File: src/rtl/ttt_board_overlay_core.sv
// Tic-tac-toe board overlay for the video daisy chain: grid, X/O marks, blinking
// cursor outline and win fills drawn over si_rgb with one cycle of latency.
module ttt_board_overlay_core #(
  parameter int CD        = 12,
  parameter int CELL_LOG2 = 6,
  parameter int LW        = 4,
  parameter int XY_DLY    = 2
) (
  input  logic          clk,
  input  logic          reset,
  input  logic [10:0]   x,
  input  logic [10:0]   y,
  input  logic          cs,
  input  logic          write,
  input  logic [13:0]   addr,
  input  logic [31:0]   wr_data,
  input  logic [CD-1:0] si_rgb,
  output logic [CD-1:0] so_rgb
);

  localparam int C     = 1 << CELL_LOG2;
  localparam int M     = C / 8;
  localparam int H     = C / 2 - 1;
  localparam int R     = C / 2 - M;
  localparam int BOARD = 3 * C;
  localparam int W     = CELL_LOG2 + 1;

  logic [10:0] xd, yd;

  generate
    if (XY_DLY == 0) begin : g_nodly
      assign xd = x;
      assign yd = y;
    end else begin : g_dly
      localparam int SW = XY_DLY * 11;
      logic [SW-1:0] xs, ys;
      // Flat shift register: new sample enters at the bottom, oldest leaves the top.
      always_ff @(posedge clk or negedge reset) begin
        if (!reset) begin
          xs <= '0;
          ys <= '0;
        end else begin
          xs <= SW'({xs, x});
          ys <= SW'({ys, y});
        end
      end
      assign xd = xs[SW-1 -: 11];
      assign yd = ys[SW-1 -: 11];
    end
  endgenerate

  logic          enable, blink_en;
  logic [9:0]    x0, y0;
  logic [17:0]   cells_pend, cells_act;
  logic [3:0]    cur_pend, cur_act;
  logic [CD-1:0] col_x, col_o, col_grid, col_cur;
  logic [4:0]    frame_cnt;

  logic wr_en, frame_tick;
  assign wr_en      = cs && write;
  assign frame_tick = (xd == 11'd0) && (yd == 11'd0);

  logic unused_ok;
  assign unused_ok = ^{addr[13:3], wr_data[31:26]};

  // Geometry relative to the board origin
  logic [10:0]  rx, ry;
  logic         in_board;
  logic [1:0]   col, row;
  logic [3:0]   idx;
  logic [W-1:0] dx, dy;
  logic [1:0]   code;

  assign rx       = xd - {1'b0, x0};
  assign ry       = yd - {1'b0, y0};
  assign in_board = !rx[10] && (rx < 11'(BOARD)) && !ry[10] && (ry < 11'(BOARD));
  assign col      = rx[CELL_LOG2 +: 2];
  assign row      = ry[CELL_LOG2 +: 2];
  assign idx      = {1'b0, row, 1'b0} + {2'b00, row} + {2'b00, col};
  assign dx       = {1'b0, rx[CELL_LOG2-1:0]};
  assign dy       = {1'b0, ry[CELL_LOG2-1:0]};
  assign code     = 2'(cells_act >> {idx, 1'b0});

  logic         is_grid, in_mark, is_x, is_o, cur_vis, cur_edge;
  logic [W-1:0] adiff, dsum, adiag, ahx, ahy, osum;

  always_comb begin
    is_grid = (dx < W'(LW)) || (dy < W'(LW)) ||
              (rx >= 11'(BOARD - LW)) || (ry >= 11'(BOARD - LW));
    in_mark = (dx >= W'(M)) && (dx < W'(C - M)) && (dy >= W'(M)) && (dy < W'(C - M));
    adiff   = (dx >= dy) ? dx - dy : dy - dx;
    dsum    = dx + dy;
    adiag   = (dsum >= W'(C - 1)) ? dsum - W'(C - 1) : W'(C - 1) - dsum;
    is_x    = in_mark && ((adiff < W'(LW)) || (adiag < W'(LW)));
    ahx     = (dx >= W'(H)) ? dx - W'(H) : W'(H) - dx;
    ahy     = (dy >= W'(H)) ? dy - W'(H) : W'(H) - dy;
    osum    = ahx + ahy;
    is_o    = (osum > W'(R - LW)) && (osum <= W'(R));
    cur_vis = (cur_act < 4'd9) && (!blink_en || !frame_cnt[4]) && (cur_act == idx);
    cur_edge = (dx < W'(LW)) || (dx > W'(C - LW - 1)) ||
               (dy < W'(LW)) || (dy > W'(C - LW - 1));
  end

  logic [CD-1:0] pix;

  always_comb begin
    pix = si_rgb;
    if (enable && in_board) begin
      if (cur_vis && cur_edge)          pix = col_cur;
      else if (code == 2'b01 && is_x)   pix = col_x;
      else if (code == 2'b10 && is_o)   pix = col_o;
      else if (code == 2'b11 && !is_grid) pix = col_cur;
      else if (is_grid)                 pix = col_grid;
    end
  end

  always_ff @(posedge clk or negedge reset) begin
    if (!reset) begin
      enable     <= 1'b0;
      blink_en   <= 1'b0;
      x0         <= '0;
      y0         <= '0;
      cells_pend <= '0;
      cells_act  <= '0;
      cur_pend   <= '0;
      cur_act    <= '0;
      col_x      <= '0;
      col_o      <= '0;
      col_grid   <= '0;
      col_cur    <= '0;
      frame_cnt  <= '0;
      so_rgb     <= '0;
    end else begin
      if (wr_en) begin
        case (addr[2:0])
          3'd0: begin enable <= wr_data[0]; blink_en <= wr_data[1]; end
          3'd1: begin x0 <= wr_data[9:0]; y0 <= wr_data[25:16]; end
          3'd2: cells_pend <= wr_data[17:0];
          3'd3: cur_pend <= wr_data[3:0];
          3'd4: begin col_x <= wr_data[CD-1:0]; col_o <= wr_data[12 +: CD]; end
          3'd5: begin col_grid <= wr_data[CD-1:0]; col_cur <= wr_data[12 +: CD]; end
          default: ;
        endcase
      end
      // A pending write landing on the tick cycle goes straight to the active copy.
      if (frame_tick) begin
        frame_cnt <= frame_cnt + 5'd1;
        cells_act <= (wr_en && addr[2:0] == 3'd2) ? wr_data[17:0] : cells_pend;
        cur_act   <= (wr_en && addr[2:0] == 3'd3) ? wr_data[3:0] : cur_pend;
      end
      so_rgb <= pix;
    end
  end

endmodule

File: config.mk
export PLATFORM = sky130hd
export DESIGN_NAME = ttt_board_overlay_core
export DESIGN_NICKNAME = d
export VERILOG_FILES = /design/src/rtl/ttt_board_overlay_core.sv
export SDC_FILE = /design/constraint.sdc
export NUM_CORES = 1
export LEC_CHECK = 0
export BUFFER_PORTS_ARGS = -buffer_cell sky130_fd_sc_hd__clkbuf_2
export CORE_MARGIN = 1.5
export CORE_UTILIZATION = 50
export CTS_CLUSTER_DIAMETER = 60
export CTS_CLUSTER_SIZE = 12
export DETAILED_ROUTE_END_ITERATION = 16
export PLACE_DENSITY_LB_ADDON = 0.12
export REMOVE_ABC_BUFFERS = 1
export SLEW_MARGIN = 15
export SYNTH_ARGS = -nofsm -noshare
export SYNTH_HDL_FRONTEND = slang
export SYNTH_SLANG_ARGS = --single-unit
export TNS_END_PERCENT = 5
File: constraint.sdc
create_clock -name clk -period 8.8 [get_ports clk]
set_input_delay 1.32 -clock clk [delete_from_list [all_inputs] [get_ports clk]]
set_output_delay 1.32 -clock clk [all_outputs]
set_load 0.03 [all_outputs]
==> out/results.ini, run 1 <==
[global_route]
antenna_found_initial = 1
gr-total-overflow = 0
grt_first_pass_wirelength_um = 37360
grt_max_degree = 121
first_global_vias = 7068
grtUsageTotal_pct = 24.60

[routing]
finalWirelength_um = 23030
ant_nets = 0
viasPerCell = 5.869
post_drt_wl_per_cell_um = 19.80
drc = 0
dr.pass1.iters = 5
vias = 6826
first_iter_violations = 361

[placement]
portBuffers = 78
finalWeightedCongestion = 0.8912
place_hpwl_um = 16440

[setup_path]
start_kind = flip-flop
path_class = flip-flop to flip-flop
cpPeakStageDelay_ns = 0.96
end_kind = flip-flop
worstRegToRegCells = 20
cp_data_required_time_ns = 9.17
slowest_stage = a211oi_2
path_delay_family = compound AO/OA/AOI/OAI gates
path_depth = 20
path_buf_inv = 1
critPathArrivalTime_ns = 7.12
cp_max_fo = 12
path_cells = ha_1, a21o_1, a31oi_1, a21boi_1, o21ai_0, a21boi_0, or2_2, fa_1, inv_1, ha_1, fa_1, mux4_2, mux2i_1, o21ai_0, nor2b_1, nand4_1, a311oi_1, nand4_2, a211oi_2, a221o_1

[layout]
areaGrowthSynthToFinish_pct = 12.99
nFillCells = 1618
final_cell_mix = dfrtp_1, mux2_2, clkbuf_2
drive_above_1_share_pct = 28.63
seqCellArea_mm2 = 0.004379
diodes = 0
num-nets-final = 1054
final_common_cell = dfrtp_1
multiInputGateArea_mm2 = 0.004745

[sta]
rsz0062_at_grt = no
timing.fmax_mhz = 148.0
finalSetupTns_ns = 0
slew_violations = 0
tightest_slew_ns = 1.171
slew-limit-headroom_pct = 21.82
finalClockSkew_ns = 0.02246
finalCriticalPeriod_ns = 6.757
setup_violations = 0
hold_violations = 0
period_share_pct = 76.78

[logic_synthesis]
netlist_instances = 841
synth_top_cell_area_share_pct = 46.10
ys_async_sr_fraction_pct = 100.0
syn_area_mm2 = 0.009500
synth_edf_count = 0
synth_seq_cells = 175
syn_avg_cell_area_um2 = 11.30
yosys-top-cells-area = dfrtp_1, mux2_2, ha_1, mux2i_1, inv_1
synth_ff_type = dfrtp_1
synth_seq_area_share_pct = 46.10
synth_cell_types = 75
yosysWarningCount = 0
yosysTopAreaCell = dfrtp_1

[clocking]
path_clk_slew_ns = 0.08
cts_max_path_buffers = 2
cts.repair.resized = 0
cts_tree = built
cts_setup_buffers = 0
cts-htree-levels = 4
cts.sinks = 175
clock-root-buffer = clkbuf_16
numCtsBuffers = 17
hold_buffers = 0
clk_latency_ns = 0.44

[power]
ir_drop_mv = 0.1793
total_power_mw = 3.246
p_int_mw = 1.938
seqPwrFrac_pct = 30.1
switching_share_pct = 40.28
switching_power_mw = 1.307
power_frac_comb_pct = 46.6
power_density_mw_per_mm2 = 302.4
leakagePower_nw = 5.234
p_clk_share_pct = 23.3

[floorplan]
ios = 96
die_y_um = 140.8
dieArea_mm2 = 0.01984
core-area_mm2 = 0.01864
die_w_um = 140.8
initial_utilization_pct = 50.96
rows = 50

[job]
cap_violations = 0

[min_path]
min_path_type = flip-flop to flip-flop
whs_path_depth = 0

[status]
run_status = complete, no violations

per-layer routing:
| metal | routed length, µm | GRT usage [%] | share of wire, % |
|---|---|---|---|
| met4 | 426 | 8.333 | 1.8 |
| met5 | 0 | 0 | 0 |
| met1 | 10440 | 33.11 | 45 |
| met2 | 11170 | 40.29 | 49 |
| met3 | 985 | 4.518 | 4.3 |
cell type report:
type / instances / area share [%]
Tap cell: 234 / 2.728
Clock inverter: 14 / 1.492
Multi-Input combinational cell: 568 / 44.20
Timing Repair Buffer: 87 / 4.348
Clock buffer: 18 / 4.091
Inverter: 67 / 2.343
Sequential cell: 175 / 40.80
cells by family (layout without fill, tap and decap cells):
group,count (synthesis),count (layout),synth area share (%)
AND/OR/NAND/NOR,168,168,9.035
adder cells (fa/ha/maj),54,54,7.586
AO/OA/AOI/OAI,167,167,12.62
flip-flops,175,175,46.10
buffers and inverters,98,186,4.135
multiplexers,147,147,17.58
XOR/XNOR,32,32,2.950
worst paths after layout:
| kind | endpoint | slack [ns] | start |
|---|---|---|---|
| min reg2reg | g_dly.xs[21] | 0.34 | g_dly.xs[10] |
| min | g_dly.xs[21] | 0.34 | g_dly.xs[10] |
| max in group asynchronous | x0[2] | 6.47 | reset |
| min in group asynchronous | g_dly.xs[9] | 1.02 | reset |
| max reg2reg | so_rgb[3] | 2.04 | g_dly.xs[15] |
| max | so_rgb[3] | 2.04 | g_dly.xs[15] |
per-stage QoR:
step                util [%]  std cells  hold slack, ns  setup WS, ns  area, µm²
global route           57.58       1163          0.3619         1.607      10730
global placement       54.35       1131          0.3365         2.242      10130
finish                 57.58       1163          0.3430         2.043      10730
floorplan                  -        810          0.3312         3.487       9359
CTS                    57.56       1163          0.3479         2.059      10730
detailed placement     54.35       1131          0.3347         2.096      10130
power groups by stage:
| stage | clock network [mW] | logic, mW | registers (mW) |
|---|---|---|---|
| after detailed placement | 0 | 1.50 | 0.991 |
| after global routing | 0.813 | 1.68 | 0.990 |
| after CTS | 0.778 | 1.50 | 0.976 |
| after floorplan | 0 | 1.13 | 0.975 |
| final | 0.757 | 1.51 | 0.977 |
| after global placement | 0 | 1.44 | 0.985 |
cells in the mapped netlist (4+ instances only):
cell	instances
nand2_1	55
nor3_1	6
nand4_1	4
nand2b_1	5
nor2_1	40
fa_1	6
nor2b_1	6
ha_1	48
a21o_1	6
inv_1	64
clkbuf_1	19
o21ai_0	31
a31oi_1	19
buf_2	8
dfrtp_1	175
xor2_1	9
o21bai_1	6
mux2i_1	27
a221o_1	13
o211a_1	4
nor4_1	10
a21oi_1	33
mux2_2	115
mux4_2	4
xnor2_1	23
nor3b_1	4
a41o_1	12
nand3_1	10
nand3b_1	4
a21boi_0	5
flip-flops by register name, summed over array words and instances, names as in the netlist, 12 cells and up:
name	count
g_dly.xs	22
g_dly.ys	22
cells_act	18
cells_pend	18
col_cur	12
col_grid	12
col_o	12
col_x	12
so_rgb	12
Note: power is estimated with default switching activity, not from simulation.
==> run 2: changes to the inputs <==
--- a/config.mk
+++ b/config.mk
@@ -5,6 +5,7 @@
 export SDC_FILE = /design/constraint.sdc
 export NUM_CORES = 1
 export LEC_CHECK = 0
+export ABC_AREA = 1
 export BUFFER_PORTS_ARGS = -buffer_cell sky130_fd_sc_hd__clkbuf_2
 export CORE_MARGIN = 1.5
 export CORE_UTILIZATION = 50
==> constraint.sdc (replaced) <==
create_clock -name clk -period 6 [get_ports clk]
set_input_delay 0.9 -clock clk [delete_from_list [all_inputs] [get_ports clk]]
set_output_delay 0.9 -clock clk [all_outputs]
set_load 0.03 [all_outputs]
==> out/results.ini, run 2 <==
[setup_path]
cp_common_cell = nand3_1
start_kind = flip-flop
critPathArrivalTime_ns = 5.59  ; -1.53 ns
cp_data_required_time_ns = 6.36  ; -2.81 ns
slowest_stage = fa_1
cpPeakStageDelay_ns = 0.57  ; -0.39 ns
cp_max_fo = 24  ; +12
path_buf_inv = 5  ; +4
path_class = flip-flop to flip-flop
path_depth = 25  ; +25%
path_delay_family = adder cells
end_kind = flip-flop
worstRegToRegCells = 25  ; +25%

[sta]
tightest_slew_ns = 1.024  ; -0.1469 ns
setup_violations = 0  ; unchanged
hold_violations = 0  ; unchanged
slew-limit-headroom_pct = 31.68  ; +9.9 points
rsz0062_at_grt = no
period_share_pct = 87.12  ; +10 points
finalCriticalPeriod_ns = 5.227  ; -1.530 ns
finalClockSkew_ns = 0.01333  ; -0.009125 ns
slew_violations = 0  ; unchanged
timing.fmax_mhz = 191.3  ; +29%
finalSetupTns_ns = 0  ; unchanged

[logic_synthesis]
synth_top_family_by_area = simple AND/OR/NAND/NOR gates
yosysMostFrequentCell = nand2_1
yosysTopAreaCell = dfrtp_1
synth_compound_area_share_pct = 11.22  ; -1.4 points
synth_cell_types = 44  ; -41%
yosysWarningCount = 0  ; unchanged
synth_ff_type = dfrtp_1
muxShareOfSynthArea_pct = 0  ; -18 points
yosys-top-cells-area = dfrtp_1, nand2_1, inv_1, o21ai_0, ha_1
synth_seq_area_share_pct = 43.60  ; -2.5 points
syn_avg_cell_area_um2 = 7.768  ; -31%
synth_seq_cells = 175  ; unchanged
syn_area_mm2 = 0.01004  ; +5.7%
netlist_instances = 1293  ; +54%
synthAdderAreaFrac_pct = 7.175  ; -0.41 points
synth_top_cell_area_share_pct = 43.60  ; -2.5 points
synth-xor-area-share_pct = 2.329  ; -0.62 points
synth_edf_count = 0  ; unchanged
ys_async_sr_fraction_pct = 100.0  ; unchanged
synth_simple_gate_area_share_pct = 25.65  ; +17 points
yosys-top-cells-count = nand2_1, inv_1, dfrtp_1

[clocking]
numCtsBuffers = 17  ; unchanged
cts.sinks = 175  ; unchanged
cts_max_path_buffers = 2  ; unchanged
cts-htree-levels = 4  ; unchanged
path_clk_slew_ns = 0.08  ; about the same
cts.repair.resized = 0  ; unchanged
hold_buffers = 0  ; unchanged
clk_latency_ns = 0.44  ; about the same
cts_tree = built
cts_setup_buffers = 0  ; unchanged
clock-root-buffer = clkbuf_16

[status]
run_status = complete, no violations

[routing]
viasPerCell = 5.110  ; -13%
post_drt_wl_per_cell_um = 14.76  ; -25%
ant_nets = 0  ; unchanged
drc = 0  ; unchanged
vias = 8340  ; +22%
dr.pass1.iters = 5  ; unchanged
first_iter_violations = 444  ; +23%
finalWirelength_um = 24080  ; +4.6%

[global_route]
gr-total-overflow = 0  ; unchanged
grtUsageTotal_pct = 24.76  ; +0.16 points
first_global_vias = 7863  ; +11%
antenna_found_initial = 0  ; -1
grt_first_pass_wirelength_um = 39350  ; +5.3%
grt_max_degree = 72  ; -40%

[layout]
final_cell_mix = nand2_1, inv_1, dfrtp_1
areaGrowthSynthToFinish_pct = 11.42
final_common_cell = nand2_1
final_area_mm2 = 0.01119  ; +4.3%
reg.largest.list = g_dly.xs x22, g_dly.ys x22
fin_util_pct = 57.13  ; -0.45 points
drive_above_1_share_pct = 13.39  ; -15 points
num-nets-final = 1492  ; +42%
diodes = 0  ; unchanged

[placement]
place_area_mm2 = 0.01061  ; +4.7%
finalWeightedCongestion = 0.9212  ; +3.4%
place_hpwl_um = 17310  ; +5.3%
portBuffers = 78  ; unchanged

[power]
power_density_mw_per_mm2 = 442.2  ; +46%
leakagePower_nw = 5.905  ; +13%
ir_drop_mv = 0.3315  ; +85%

[floorplan]
die_y_um = 144.7  ; +2.8%
die_w_um = 144.7  ; +2.8%
dieArea_mm2 = 0.02095  ; +5.6%
ios = 96  ; unchanged
initial_utilization_pct = 51.27  ; +0.31 points
rows = 51  ; +2.0%
core-area_mm2 = 0.01959  ; +5.1%

[min_path]
whs_path_depth = 0  ; unchanged
min_path_type = flip-flop to flip-flop

[job]
cap_violations = 0  ; unchanged

[run 2: where the power goes]
group	switching, mW	internal (mW)	leakage (nW)
combinational	1.59	0.852	3.43
sequential	0.0735	1.33	2.19
clock	0.537	0.565	0.286
total	2.21	2.74	5.90
[run 2: path summary, 6_finish.rpt]
check	startpoint	endpoint	slack, ns
hold reg to reg	g_dly.ys[10]	g_dly.ys[21]	0.34
min in group asynchronous	reset	y0[2]	0.47
setup reg to reg	g_dly.ys[11]	so_rgb[4]	0.77
setup / recovery	g_dly.ys[11]	so_rgb[4]	0.77
hold / removal	g_dly.ys[10]	g_dly.ys[21]	0.34
max in group asynchronous	reset	col_x[7]	4.36
[run 2: cell type report]
class,instances,area [µm²]
Tap cell,265,331.6
Inverter,207,777.0
Clock inverter,14,147.6
Multi-Input combinational cell,867,4661
Sequential cell,175,4379
Clock buffer,18,439.2
Fill cell,1890,8398
Timing Repair Buffer,86,456.7
[run 2: per-layer routing]
| metal | part of all wire [%] | wire [µm] | vias to the layer above | global-route usage [%] |
|---|---|---|---|---|
| li1 | - | - | 4225 | - |
| met2 | 45 | 10950 | 183 | 40.37 |
| met4 | 1.4 | 332 | 0 | 6.699 |
| met1 | 49 | 11740 | 3905 | 34.45 |
| met3 | 4.4 | 1064 | 27 | 3.883 |
| met5 | 0 | 0 | - | 0 |
[run 2: cell families after synthesis]
group,Yosys count
AO/OA/AOI/OAI,203
XOR/XNOR,25
adder cells (fa/ha/maj),54
buffers and inverters,251
flip-flops,175
AND/OR/NAND/NOR,585
[run 2: metrics by stage]
stage | hold WS [ns] | std cells | total power, mW | setup slack, ns
4_1_cts | 0.3501 | 1632 | 4.964 | 0.7873
3_3_place_gp | 0.3319 | 1600 | 3.811 | 0.8610
5_1_grt | 0.3561 | 1632 | 5.383 | 0.3616
2_1_floorplan | 0.3312 | 1249 | 3.247 | 1.610
6_report | 0.3444 | 1632 | 4.949 | 0.7729
3_5_place_dp | 0.3347 | 1600 | 3.853 | 0.8333
